### src/rtl/multicycle_controller.sv
// Multi-cycle MIPS control unit: a Moore FSM that sequences fetch/decode/execute/memory/writeback.
// Latency: 3-5 cycles per instruction, plus one cycle for each memory wait state.
// Backpressure: holds in FETCH/MEMRD/MEMWR while ready=0, keeping its strobes asserted.
//
// Ports:
//   clk, rst          rising-edge clock; asynchronous active-low reset (forces FETCH, all outputs 0)
//   op, funct         instruction register fields IR[31:26] / IR[5:0]
//   zero              ALU zero flag, used for beq/bne in BRANCH
//   ready             shared memory completes its access this cycle
//   pc_en .. pc_src   datapath mux selects and write enables
//   alu_control       ALU operation (010 add, 110 sub, 000 and, 001 or, 111 slt), upper bits 0
//   state             current state code for debug
//   illegal           one-cycle pulse when an instruction cannot be decoded
module multicycle_controller #(
  parameter bit          ENABLE_BNE       = 1'b1,
  parameter bit          ENABLE_IMM_LOGIC = 1'b1,
  parameter int unsigned ALUCTL_W         = 3
) (
  input  logic                clk,
  input  logic                rst,
  input  logic [5:0]          op,
  input  logic [5:0]          funct,
  input  logic                zero,
  input  logic                ready,
  output logic                pc_en,
  output logic                iord,
  output logic                mem_read,
  output logic                mem_write,
  output logic                ir_write,
  output logic                reg_dst,
  output logic                mem_to_reg,
  output logic                reg_write,
  output logic                alu_src_a,
  output logic [1:0]          alu_src_b,
  output logic                ext_zero,
  output logic [1:0]          pc_src,
  output logic [ALUCTL_W-1:0] alu_control,
  output logic [3:0]          state,
  output logic                illegal
);

  typedef enum logic [3:0] {
    S_FETCH  = 4'd0,
    S_DECODE = 4'd1,
    S_MEMADR = 4'd2,
    S_MEMRD  = 4'd3,
    S_MEMWB  = 4'd4,
    S_MEMWR  = 4'd5,
    S_EXEC   = 4'd6,
    S_ALUWB  = 4'd7,
    S_BRANCH = 4'd8,
    S_IMMEX  = 4'd9,
    S_IMMWB  = 4'd10,
    S_JUMP   = 4'd11,
    S_ILL    = 4'd12
  } state_t;

  localparam logic [5:0] OP_RTYPE = 6'b000000;
  localparam logic [5:0] OP_LW    = 6'b100011;
  localparam logic [5:0] OP_SW    = 6'b101011;
  localparam logic [5:0] OP_BEQ   = 6'b000100;
  localparam logic [5:0] OP_BNE   = 6'b000101;
  localparam logic [5:0] OP_ADDI  = 6'b001000;
  localparam logic [5:0] OP_ANDI  = 6'b001100;
  localparam logic [5:0] OP_ORI   = 6'b001101;
  localparam logic [5:0] OP_SLTI  = 6'b001010;
  localparam logic [5:0] OP_J     = 6'b000010;

  localparam logic [2:0] ALU_ADD = 3'b010;
  localparam logic [2:0] ALU_SUB = 3'b110;
  localparam logic [2:0] ALU_AND = 3'b000;
  localparam logic [2:0] ALU_OR  = 3'b001;
  localparam logic [2:0] ALU_SLT = 3'b111;

  state_t     cur_state;
  state_t     nxt_state;

  logic       is_rtype;
  logic       is_lw;
  logic       is_sw;
  logic       is_beq;
  logic       is_bne;
  logic       is_addi;
  logic       is_andi;
  logic       is_ori;
  logic       is_slti;
  logic       is_j;
  logic       is_imm;
  logic       funct_ok;
  logic [2:0] funct_ctl;
  logic [2:0] imm_ctl;

  logic       pc_write;
  logic       branch_eq;
  logic       branch_ne;
  logic [2:0] ctl;

  // Opcode decode; disabled instruction groups simply never match and fall to ILL.
  assign is_rtype = (op == OP_RTYPE);
  assign is_lw    = (op == OP_LW);
  assign is_sw    = (op == OP_SW);
  assign is_beq   = (op == OP_BEQ);
  assign is_bne   = ENABLE_BNE && (op == OP_BNE);
  assign is_addi  = (op == OP_ADDI);
  assign is_andi  = ENABLE_IMM_LOGIC && (op == OP_ANDI);
  assign is_ori   = ENABLE_IMM_LOGIC && (op == OP_ORI);
  assign is_slti  = ENABLE_IMM_LOGIC && (op == OP_SLTI);
  assign is_j     = (op == OP_J);
  assign is_imm   = is_addi | is_andi | is_ori | is_slti;

  always_comb begin
    funct_ok  = 1'b1;
    funct_ctl = ALU_AND;
    case (funct)
      6'b100000: funct_ctl = ALU_ADD;
      6'b100010: funct_ctl = ALU_SUB;
      6'b100100: funct_ctl = ALU_AND;
      6'b100101: funct_ctl = ALU_OR;
      6'b101010: funct_ctl = ALU_SLT;
      default:   funct_ok  = 1'b0;
    endcase
  end

  // Shared by IMMEX and IMMWB so the ALU result stays valid during writeback.
  always_comb begin
    imm_ctl = ALU_ADD;
    if (is_andi)      imm_ctl = ALU_AND;
    else if (is_ori)  imm_ctl = ALU_OR;
    else if (is_slti) imm_ctl = ALU_SLT;
  end

  always_ff @(posedge clk or negedge rst) begin
    if (!rst) cur_state <= S_FETCH;
    else      cur_state <= nxt_state;
  end

  always_comb begin
    nxt_state = cur_state;
    case (cur_state)
      S_FETCH:  if (ready) nxt_state = S_DECODE;
      S_DECODE: begin
        if (is_rtype)               nxt_state = S_EXEC;
        else if (is_lw || is_sw)    nxt_state = S_MEMADR;
        else if (is_beq || is_bne)  nxt_state = S_BRANCH;
        else if (is_imm)            nxt_state = S_IMMEX;
        else if (is_j)              nxt_state = S_JUMP;
        else                        nxt_state = S_ILL;
      end
      S_MEMADR: nxt_state = is_sw ? S_MEMWR : S_MEMRD;
      S_MEMRD:  if (ready) nxt_state = S_MEMWB;
      S_MEMWB:  nxt_state = S_FETCH;
      S_MEMWR:  if (ready) nxt_state = S_FETCH;
      S_EXEC:   nxt_state = funct_ok ? S_ALUWB : S_ILL;
      S_ALUWB:  nxt_state = S_FETCH;
      S_BRANCH: nxt_state = S_FETCH;
      S_IMMEX:  nxt_state = S_IMMWB;
      S_IMMWB:  nxt_state = S_FETCH;
      S_JUMP:   nxt_state = S_FETCH;
      S_ILL:    nxt_state = S_FETCH;
      default:  nxt_state = S_FETCH;
    endcase
  end

  // Outputs are gated by rst directly so that asserting reset kills every
  // strobe in the same instant, not at the next clock edge.
  always_comb begin
    iord       = 1'b0;
    mem_read   = 1'b0;
    mem_write  = 1'b0;
    ir_write   = 1'b0;
    reg_dst    = 1'b0;
    mem_to_reg = 1'b0;
    reg_write  = 1'b0;
    alu_src_a  = 1'b0;
    alu_src_b  = 2'b00;
    ext_zero   = 1'b0;
    pc_src     = 2'b00;
    illegal    = 1'b0;
    pc_write   = 1'b0;
    branch_eq  = 1'b0;
    branch_ne  = 1'b0;
    ctl        = 3'b000;
    if (rst) begin
      case (cur_state)
        S_FETCH: begin
          mem_read  = 1'b1;
          alu_src_b = 2'b01;
          ctl       = ALU_ADD;
          // Loading IR and PC only on the completing cycle prevents a
          // double increment while the memory is stalling.
          ir_write  = ready;
          pc_write  = ready;
        end
        S_DECODE: begin
          alu_src_b = 2'b11;
          ctl       = ALU_ADD;
        end
        S_MEMADR: begin
          alu_src_a = 1'b1;
          alu_src_b = 2'b10;
          ctl       = ALU_ADD;
        end
        S_MEMRD: begin
          mem_read = 1'b1;
          iord     = 1'b1;
        end
        S_MEMWB: begin
          reg_write  = 1'b1;
          mem_to_reg = 1'b1;
        end
        S_MEMWR: begin
          mem_write = 1'b1;
          iord      = 1'b1;
        end
        S_EXEC: begin
          alu_src_a = 1'b1;
          ctl       = funct_ctl;
        end
        S_ALUWB: begin
          reg_write = 1'b1;
          reg_dst   = 1'b1;
        end
        S_BRANCH: begin
          alu_src_a = 1'b1;
          ctl       = ALU_SUB;
          pc_src    = 2'b01;
          branch_eq = is_beq;
          branch_ne = is_bne;
        end
        S_IMMEX: begin
          alu_src_a = 1'b1;
          alu_src_b = 2'b10;
          ctl       = imm_ctl;
          ext_zero  = is_andi | is_ori;
        end
        S_IMMWB: begin
          reg_write = 1'b1;
          ctl       = imm_ctl;
          ext_zero  = is_andi | is_ori;
        end
        S_JUMP: begin
          pc_write = 1'b1;
          pc_src   = 2'b10;
        end
        S_ILL: illegal = 1'b1;
        default: ;
      endcase
    end
  end

  assign pc_en = pc_write | (branch_eq & zero) | (branch_ne & ~zero);
  assign state = cur_state;

  always_comb begin
    alu_control      = '0;
    alu_control[2:0] = ctl;
  end

endmodule

### config.mk
export PLATFORM = sky130hd
export DESIGN_NAME = multicycle_controller
export DESIGN_NICKNAME = d
export VERILOG_FILES = /design/src/rtl/multicycle_controller.sv
export SDC_FILE = /design/constraint.sdc
export NUM_CORES = 1
export LEC_CHECK = 0
export CORE_UTILIZATION = 36
export DETAILED_ROUTE_END_ITERATION = 12
export MAX_ROUTING_LAYER = met4
export PLACE_DENSITY = 0.71
export SLEW_MARGIN = 20
export SYNTH_ARGS = -nofsm -noshare
export SYNTH_HDL_FRONTEND = slang
export SYNTH_SLANG_ARGS = --single-unit
### constraint.sdc
create_clock -name clk -period 1.64 [get_ports clk]
set_input_delay 0.328 -clock clk [delete_from_list [all_inputs] [get_ports clk]]
set_output_delay 0.328 -clock clk [all_outputs]
set_load 0.1 [all_outputs]
==> summary.md, run 1 <==
| Metric | Value |
|---|---|
| PortBufs | `37` |
| Largest family of logic cells by synthesized area | `simple AND/OR/NAND/NOR gates` |
| Syn_area_per_cell | `6.49 µm²` |
| CTS buffer count | `3` |
| Number of distinct library cells after synthesis | `40` |
| Synth top area cells | `dfrtp_1 13%, nor2_1 9.2%, nand2_1 5.3%` |
| Synth Flop Type | `dfrtp_1` |
| Synth async-reset ratio | `100%` |
| Starting density of the core | `38.9%` |
| Status | `aborted with a tool error` |
| Top-area cell type share of the netlist area | `12.9%` |
| Hold_buf cts | `0` |
| EDFF count, synth | `0` |
| DP HPWL | `3280 µm` |
| Post-synthesis xor/xnor area fraction | `4.50%` |
| Clk root buf | `clkbuf_4` |
| Post-synthesis mux area share | `2.73%` |
| Syn Inst Count | `120` |
| Adder-cell share of the synthesized area | `0%` |
| CTS H-tree lvls | `1` |
| CTS Buffer Depth | `2` |
| Syn. warnings | `0` |
| Cell Area, Synth | `778 µm²` |
| Compound-gate portion of the synthesized area | `23.3%` |
| RD Place Congestion | `0.934` |
| Area share of and/or/nand/nor cells after synthesis | `49.5%` |
| Seq/Total Area, Yosys | `12.9%` |
| Ports | `38` |
| CTS Sinks | `4` |
| Resize count post-CTS | `56` |
| Fail Step | `clock tree synthesis` |
| Row Count | `16` |
| Setup Fix Bufs, Post-CTS | `4` |
| Seq cells post-synth | `4` |
| Die Ht | `48.5 µm` |
| Error msg | `[ERROR DPL-0038] Utilization greater than 100%, impossible to legalize` |
| Top cell type by total area after synthesis | `dfrtp_1` |
| Die X | `48.5 µm` |
| Syn Nets | `136` |
## stage by stage
stage               hold slack, ps  setup WS, ps  TNS, ps  std cells  instance area [µm²]
detailed placement             667          -754    -7670        217                 1890
global placement               665          -620    -6530        217                 1890
floorplan                     32.4          -722    -8300        120                 1000
## Yosys cell counts, drive strengths merged, types with 3 or more instances
master,instances
clkbuf,4
a21oi,7
nor3,5
nor2,19
or3,3
nor2b,5
dfrtp,4
xor2,3
nand2b,6
nand2,11
nand3,8
buf,6
o21ai,6
## kinds of logic after synthesis
| group | count (synthesis) |
|---|---|
| AO/OA/AOI/OAI | 28 |
| XOR/XNOR | 4 |
| buffers and inverters | 12 |
| flip-flops | 4 |
| multiplexers | 2 |
| AND/OR/NAND/NOR | 70 |
==> inputs of run 2 (changes only) <==
- CORE_AREA: default -> 2 2 63 65
- CORE_UTILIZATION: 36 -> default
- DIE_AREA: default -> 0 0 65 67
- MAX_ROUTING_LAYER: met4 -> default
- PLACE_DENSITY: 0.71 -> default
- PLACE_DENSITY_LB_ADDON: default -> 0.15
- clock period: 1.64 -> 2.1 ns (I/O delays scaled with it)
==> run 2 against run 1 <==
Synthesized cell count did not move; the flow now finishes, with violations (setup timing); synthesized area did not move.
==> summary.md, run 2 <==
| Metric | Value |
|---|---|
| CTS H-tree lvls | `1 (unchanged)` |
| Status | `complete, but fails checks (was aborted with a tool error)` |
| Row Count | `22 (was 16)` |
| Vias in the first global route | `1195` |
| Layout cells sized above 1 | `59.1%` |
| Antenna cells | `0` |
| Total track usage | `16.3%` |
| Most frequent cells in the layout | `35 x buf_4, 22 x buf_12, 10 x nor2_4, 10 x clkdlybuf4s50_1` |
| Most frequent cell after synthesis | `nor2_1 (unchanged)` |
| Post-DR vias/cell | `4.88` |
| Max-Slew Margin vs Limit | `73.8%` |
| Final setup fails | `4` |
| Final Max Slew Viols | `0` |
| Crit path buf inv count | `1` |
| RSZ-0062 raised after global routing | `true` |
| Post-synthesis mux area share | `2.73% (unchanged)` |
| Synth top area cells | `dfrtp_1 13%, nor2_1 9.2%, nand2_1 5.3% (unchanged)` |
| Largest net degree at the start of global routing | `12` |
| Die Footprint | `0.00436 mm²` |
| Number of distinct library cells after synthesis | `40 (unchanged)` |
| Area Growth Syn to Fin | `164%` |
| Area share of and/or/nand/nor cells after synthesis | `49.5% (unchanged)` |
| Post-route core utilization | `57.0%` |
| Initial antenna violation count | `0` |
| Crit. Startpoint | `state[0]` |
| Syn_area_per_cell | `6.49 µm² (unchanged)` |
| Syn. warnings | `0 (unchanged)` |
| PortBufs | `37 (unchanged)` |
| Overall power | `2.32 mW` |
| WL final | `3170 µm` |
| Setup slack at placement | `-371 ps (was -754 ps)` |
| Failing checks | `setup timing` |
| Worst flop-to-flop path startpoint | `state[0]` |
| Post-synthesis xor/xnor area fraction | `4.50% (unchanged)` |
| Ordered cell list for the critical path | `xor2_4 -> nand4b_1 -> or3_4 -> a21oi_4 -> buf_12` |
| CP required | `1680 ps` |
| Crit Path Max Fanout | `3` |
| Clk root buf | `clkbuf_8 (was clkbuf_4)` |
| Tmin final | `2280 ps` |
| Crit path launch type | `flip-flop` |
| Static Leak | `0.798 nW` |
| Worst setup EP type | `output port` |
| Core ar. | `0.00361 mm²` |
| Family with the most delay on the worst path | `simple AND/OR/NAND/NOR gates` |
| Cell Area, Synth | `778 µm² (unchanged)` |
| Syn Nets | `136 (unchanged)` |
| Seq/Total Area, Yosys | `12.9% (unchanged)` |
| Setup CP Type | `flip-flop to output port` |
| First-pass iteration count of the detailed router | `4` |
| Max reg flops | `4` |
| Most common cell after layout, fill and taps aside | `buf_4` |
| Adder-cell share of the synthesized area | `0% (unchanged)` |
| Final net count | `211` |
| Via count | `1175` |
| Hold_ws | `571 ps` |
| Worst Skew | `12.9 ps` |
| Power per cell area | `1130 mW/mm²` |
| WL/cell | `13.2 µm` |
| Worst-path clk slew | `40 ps` |
| CTS buffer count | `3 (unchanged)` |
| Global-route wire length before repair | `5570 µm` |
| Hold_buf cts | `0 (unchanged)` |
| Compound-gate portion of the synthesized area | `23.3% (unchanged)` |
| Ports | `38 (unchanged)` |
| Final worst slack | `-182 ps` |
| Syn Inst Count | `120 (unchanged)` |
| Routed Antenna Nets | `0` |
| Synth cell count leaders | `19 x nor2_1, 11 x nand2_1, 8 x nand3_1 (unchanged)` |
| Top cell type by total area after synthesis | `dfrtp_1 (unchanged)` |
| Total global routing overflow | `0` |
| Residual DRC | `0` |
| Peak VDD IR | `512 µV` |
| Final setup TNS | `-557 ps` |
| CTS Sinks | `4 (unchanged)` |
| Final Hold Violating Endpoints | `0` |
| Period utilisation layout | `109%` |
| Max-cap violation count | `0` |
| Seq cells post-synth | `4 (unchanged)` |
| Die Ht | `67 µm (was 48.5 µm)` |
| Clk Latency, worst-skew pair | `230 ps` |
| Worst path max stage delay | `500 ps` |
| HP Class | `primary input to async pin` |
| DP HPWL | `2590 µm (was 3280 µm)` |
| CP arrival | `1860 ps` |
| CTS Buffer Depth | `2 (unchanged)` |
| Largest family of logic cells by synthesized area | `simple AND/OR/NAND/NOR gates (unchanged)` |
| Fmax | `438 MHz` |
| Worst slew pin tran | `388 ps` |
| RD Place Congestion | `0.846 (was 0.934)` |
| Synth async-reset ratio | `100% (unchanged)` |
| Starting density of the core | `21.6% (was 38.9%)` |
| Top-area cell type share of the netlist area | `12.9% (unchanged)` |
| EDFF count, synth | `0 (unchanged)` |
| CTS tree | `built` |
| Die X | `65 µm (was 48.5 µm)` |
| Slowest stage cell on the critical path | `dfrtp_4` |
| Synth Flop Type | `dfrtp_1 (unchanged)` |
| Iter 0 DRT Violations | `34` |
[run 2: timing repair]
item | in CTS | in global routing
gates cloned | 0 | 0
pin swaps | 11 | 11
setup endpoints to repair | 14 | 13
resized for setup | 22 | 10
hold endpoints to repair | 0 | 0
setup buffers | 6 | 2
[run 2: logic make-up (layout without fill, tap and decap cells)]
kind of cell           Yosys count  after routing
AND/OR/NAND/NOR                 70             70
multiplexers                     2              2
flip-flops                       4              4
XOR/XNOR                         4              4
AO/OA/AOI/OAI                   28             28
buffers and inverters           12             85
[run 2: power breakdown]
part,internal [mW],switching (mW)
Combinational,0.802,1.16
Sequential,0.120,0.0587
Clock,0.123,0.0516
[run 2: path summary, 6_finish.rpt]
kind	end	slack, ps	cells past startpoint
setup / recovery	alu_control[0]	-180	5
hold / removal	state[3]	570	3
setup reg to reg	state[0]	410	8
hold reg to reg	state[0]	730	2
max in group asynchronous	state[0]	1400	3
min in group clk	state[0]	730	2
[run 2: area by class of cell]
class                      count  area, µm²
clock buffer                   3       41.3
tap                           48       60.1
fill                         317       1550
sequential                     4        115
timing repair buffer          80        938
inverter                       2       7.51
multi-input combinational    104        895
[run 2: metal layers]
layer  track usage (%)  part of all wire, %
met5                 0                    0
met4              5.05                  1.2
met3              2.20                  4.8
met2              30.4                   52
met1              19.0                   42
[run 2: per-stage QoR]
| step | cell area (µm²) | cells |
|---|---|---|
| after CTS | 2010 | 240 |
| after global routing | 2060 | 241 |
| final | 2060 | 241 |
| after detailed placement | 1850 | 231 |
| after floorplan | 982 | 120 |
| after global placement | 1850 | 231 |
[run 2: worst min-delay path, cell delays in order]
cell and delay [ps]:
dlygate4sd2_1 350, buf_4 210, buf_4 140
No activity file was read; power rests on OpenSTA's default activity.
==> inputs of run 3 (changes only) <==
- CAP_MARGIN: default -> 20
==> results of run 3 <==
Final layout, timing and power as in run 2 (identical DEF).
==> inputs of run 4 (changes only) <==
- CORE_AREA: 2 2 63 65 -> 10 10 71 73
- CTS_CLUSTER_DIAMETER: default -> 100
- DIE_AREA: 0 0 65 67 -> 0 0 81 83
==> run 4 against run 3 <==
Highest routed layer unchanged; sequential cell count did not move; sequential power rose by 3%; global-route usage fell by 5.9 points; cell count rose by 0.41%; largest cell class unchanged; largest power group unchanged; final area rose by 1.8%; first-iteration DRC count fell by 5.9%; sequential share of layout area fell by 0.10 points; non-clock buffer count rose by 1; critical path depth did not move; total power rose by 0.99%; worst hold slack got worse by 320 ps; the run still ends with setup timing left; clock-buffer cell count did not move.
==> summary.md, run 4 (synthesis results as in run 2) <==
| Metric | Value |
|---|---|
| Worst slew pin tran | `322 ps (was 388 ps)` |
| Die X | `81 µm (was 65 µm)` |
| Tmin final | `2290 ps (was 2280 ps)` |
| Fillers | `338 (was 317)` |
| Initial antenna violation count | `0 (unchanged)` |
| CTS H-tree lvls | `1 (unchanged)` |
| Residual DRC | `0 (unchanged)` |
| Fmax | `436 MHz (was 438 MHz)` |
| Final Max Slew Viols | `0 (unchanged)` |
| Row Count | `22 (unchanged)` |
| RSZ-0062 raised after global routing | `true (unchanged)` |
| Period utilisation layout | `109% (about the same)` |
| CP required | `1680 ps (about the same)` |
| Placed insts | `228 (was 231)` |
| First-pass iteration count of the detailed router | `6 (was 4)` |
| Most frequent cells in the layout | `38 x buf_4, 24 x buf_12, 9 x nand2_1 (was 35 x buf_4, 22 x buf_12, 10 x nor2_4, 10 x clkdlybuf4s50_1)` |
| Failing checks | `setup timing (unchanged)` |
| Via count | `1158 (was 1175)` |
| Static Leak | `0.813 nW (was 0.798 nW)` |
| Global-route wire length before repair | `5860 µm (was 5570 µm)` |
| Final Hold Violating Endpoints | `0 (unchanged)` |
| CTS Buffer Depth | `2 (unchanged)` |
| Vias in the first global route | `1169 (was 1195)` |
| Worst-path clk slew | `30 ps (was 40 ps)` |
| Total track usage | `10.4% (was 16.3%)` |
| PortBufs | `37 (unchanged)` |
| Worst Skew | `2.02 ps (was 12.9 ps)` |
| Die Footprint | `0.00672 mm² (was 0.00436 mm²)` |
| RD Place Congestion | `0.854 (was 0.846)` |
| Largest net degree at the start of global routing | `17 (was 12)` |
| Max-Slew Margin vs Limit | `78.2% (was 73.8%)` |
| Hold_buf cts | `0 (unchanged)` |
| Final setup fails | `4 (unchanged)` |
| HP Class | `primary input to async pin (unchanged)` |
| Starting density of the core | `21.4% (was 21.6%)` |
| WL/cell | `14.7 µm (was 13.2 µm)` |
| Crit Path Max Fanout | `6 (was 3)` |
| Antenna cells | `0 (unchanged)` |
| CP arrival | `1870 ps (was 1860 ps)` |
| Hold_ws | `253 ps (was 571 ps)` |
| Worst setup EP type | `output port (unchanged)` |
| Final net count | `212 (was 211)` |
| CTS Sinks | `4 (unchanged)` |
| Post-DR vias/cell | `4.79 (was 4.88)` |
| Peak VDD IR | `505 µV (was 512 µV)` |
| Final worst slack | `-193 ps (was -182 ps)` |
| Layout cells sized above 1 | `60.8% (was 59.1%)` |
| Clk Latency, worst-skew pair | `220 ps (was 230 ps)` |
| Crit path launch type | `flip-flop (unchanged)` |
| Max reg flops | `4 (unchanged)` |
| Ports | `38 (unchanged)` |
| Status | `complete, but fails checks (unchanged)` |
| Finished Layout Cells | `242 (was 241)` |
| Routed Antenna Nets | `0 (unchanged)` |
| Setup CP Type | `flip-flop to output port (unchanged)` |
| Power per cell area | `1120 mW/mm² (was 1130 mW/mm²)` |
| Crit. Startpoint | `state[1] (was state[0])` |
| WL final | `3550 µm (was 3170 µm)` |
| Clk root buf | `clkbuf_8 (unchanged)` |
| CTS tree | `built (unchanged)` |
| Area Growth Syn to Fin | `169% (was 164%)` |
| Most common cell after layout, fill and taps aside | `buf_4 (unchanged)` |
| Die Ht | `83 µm (was 67 µm)` |
| Total global routing overflow | `0 (unchanged)` |
| Max-cap violation count | `0 (unchanged)` |
| Iter 0 DRT Violations | `32 (was 34)` |
| Worst flop-to-flop path startpoint | `state[1] (was state[0])` |
| CTS buffer count | `3 (unchanged)` |
| DP HPWL | `2840 µm (was 2590 µm)` |
| Core ar. | `0.00363 mm² (was 0.00361 mm²)` |
| Setup slack at placement | `-389 ps (was -371 ps)` |
## run 4: cell types whose count changed in the layout (fill, tap and decap cells not counted), sizes merged
cell,change
buf,+1
clkdlybuf4s50,-4
clkdlybuf4s15,+1
dlygate4sd2,+3
## run 4: worst paths after layout
check	end	slack, ps	depth (start not counted)
setup reg to reg	state[2]	420	6
hold / removal	state[1]	250	2
hold reg to reg	state[0]	780	2
min in group clk	state[0]	780	2
setup / recovery	alu_control[2]	-190	5
max in group asynchronous	state[2]	1730	2
## run 4: area by class of cell
class	instances	area (µm²)	share of cell area (%)
inverters	2	7.51	0.358
repair buffers	81	952	45.5
clock buffers	3	41.3	1.97
flip-flops and latches	4	115	5.50
well taps	48	60.1	2.87
multi-input cells	104	918	43.8
## run 4: metal layers
metal | vias to the layer above | global-route usage, % | share of wire [%]
li1 | 586 | - | -
met5 | - | 0 | 0
met1 | 534 | 12.0 | 40
met2 | 36 | 17.7 | 53
met4 | 0 | 3.76 | 1.2
met3 | 2 | 2.69 | 6.1
## run 4: stage by stage
stage	TNS (ps)	instance area [µm²]	total power, mW	util [%]
floorplan	-2800	982	1.29	-
global placement	-1340	1850	1.96	51.0
detailed placement	-1430	1850	1.97	51.0
CTS	-501	2000	2.25	55.1
global route	-890	2090	2.46	57.6
finish	-574	2090	2.34	57.6
## run 4: power by group
| group | switching [mW] | leakage (nW) | internal, mW |
|---|---|---|---|
| sequential | 0.0634 | 0.0462 | 0.120 |
| combinational | 1.17 | 0.746 | 0.822 |
| clock | 0.0397 | 0.0216 | 0.122 |
| total | 1.28 | 0.813 | 1.06 |
## run 4: what timing repair did
| action | CTS | global route |
|---|---|---|
| setup endpoints to repair | 9 | 11 |
| cloned | 0 | 0 |
| gates resized for setup | 25 | 12 |
| setup buffers | 5 | 6 |
| pin swaps | 12 | 10 |
## run 4: worst max-delay path, cell delays in order, from the launching register on
cell	delay (ps)
dfrtp_4	520
xor2_4	200
nand4b_1	170
or3_4	410
a21oi_4	160
buf_12	190
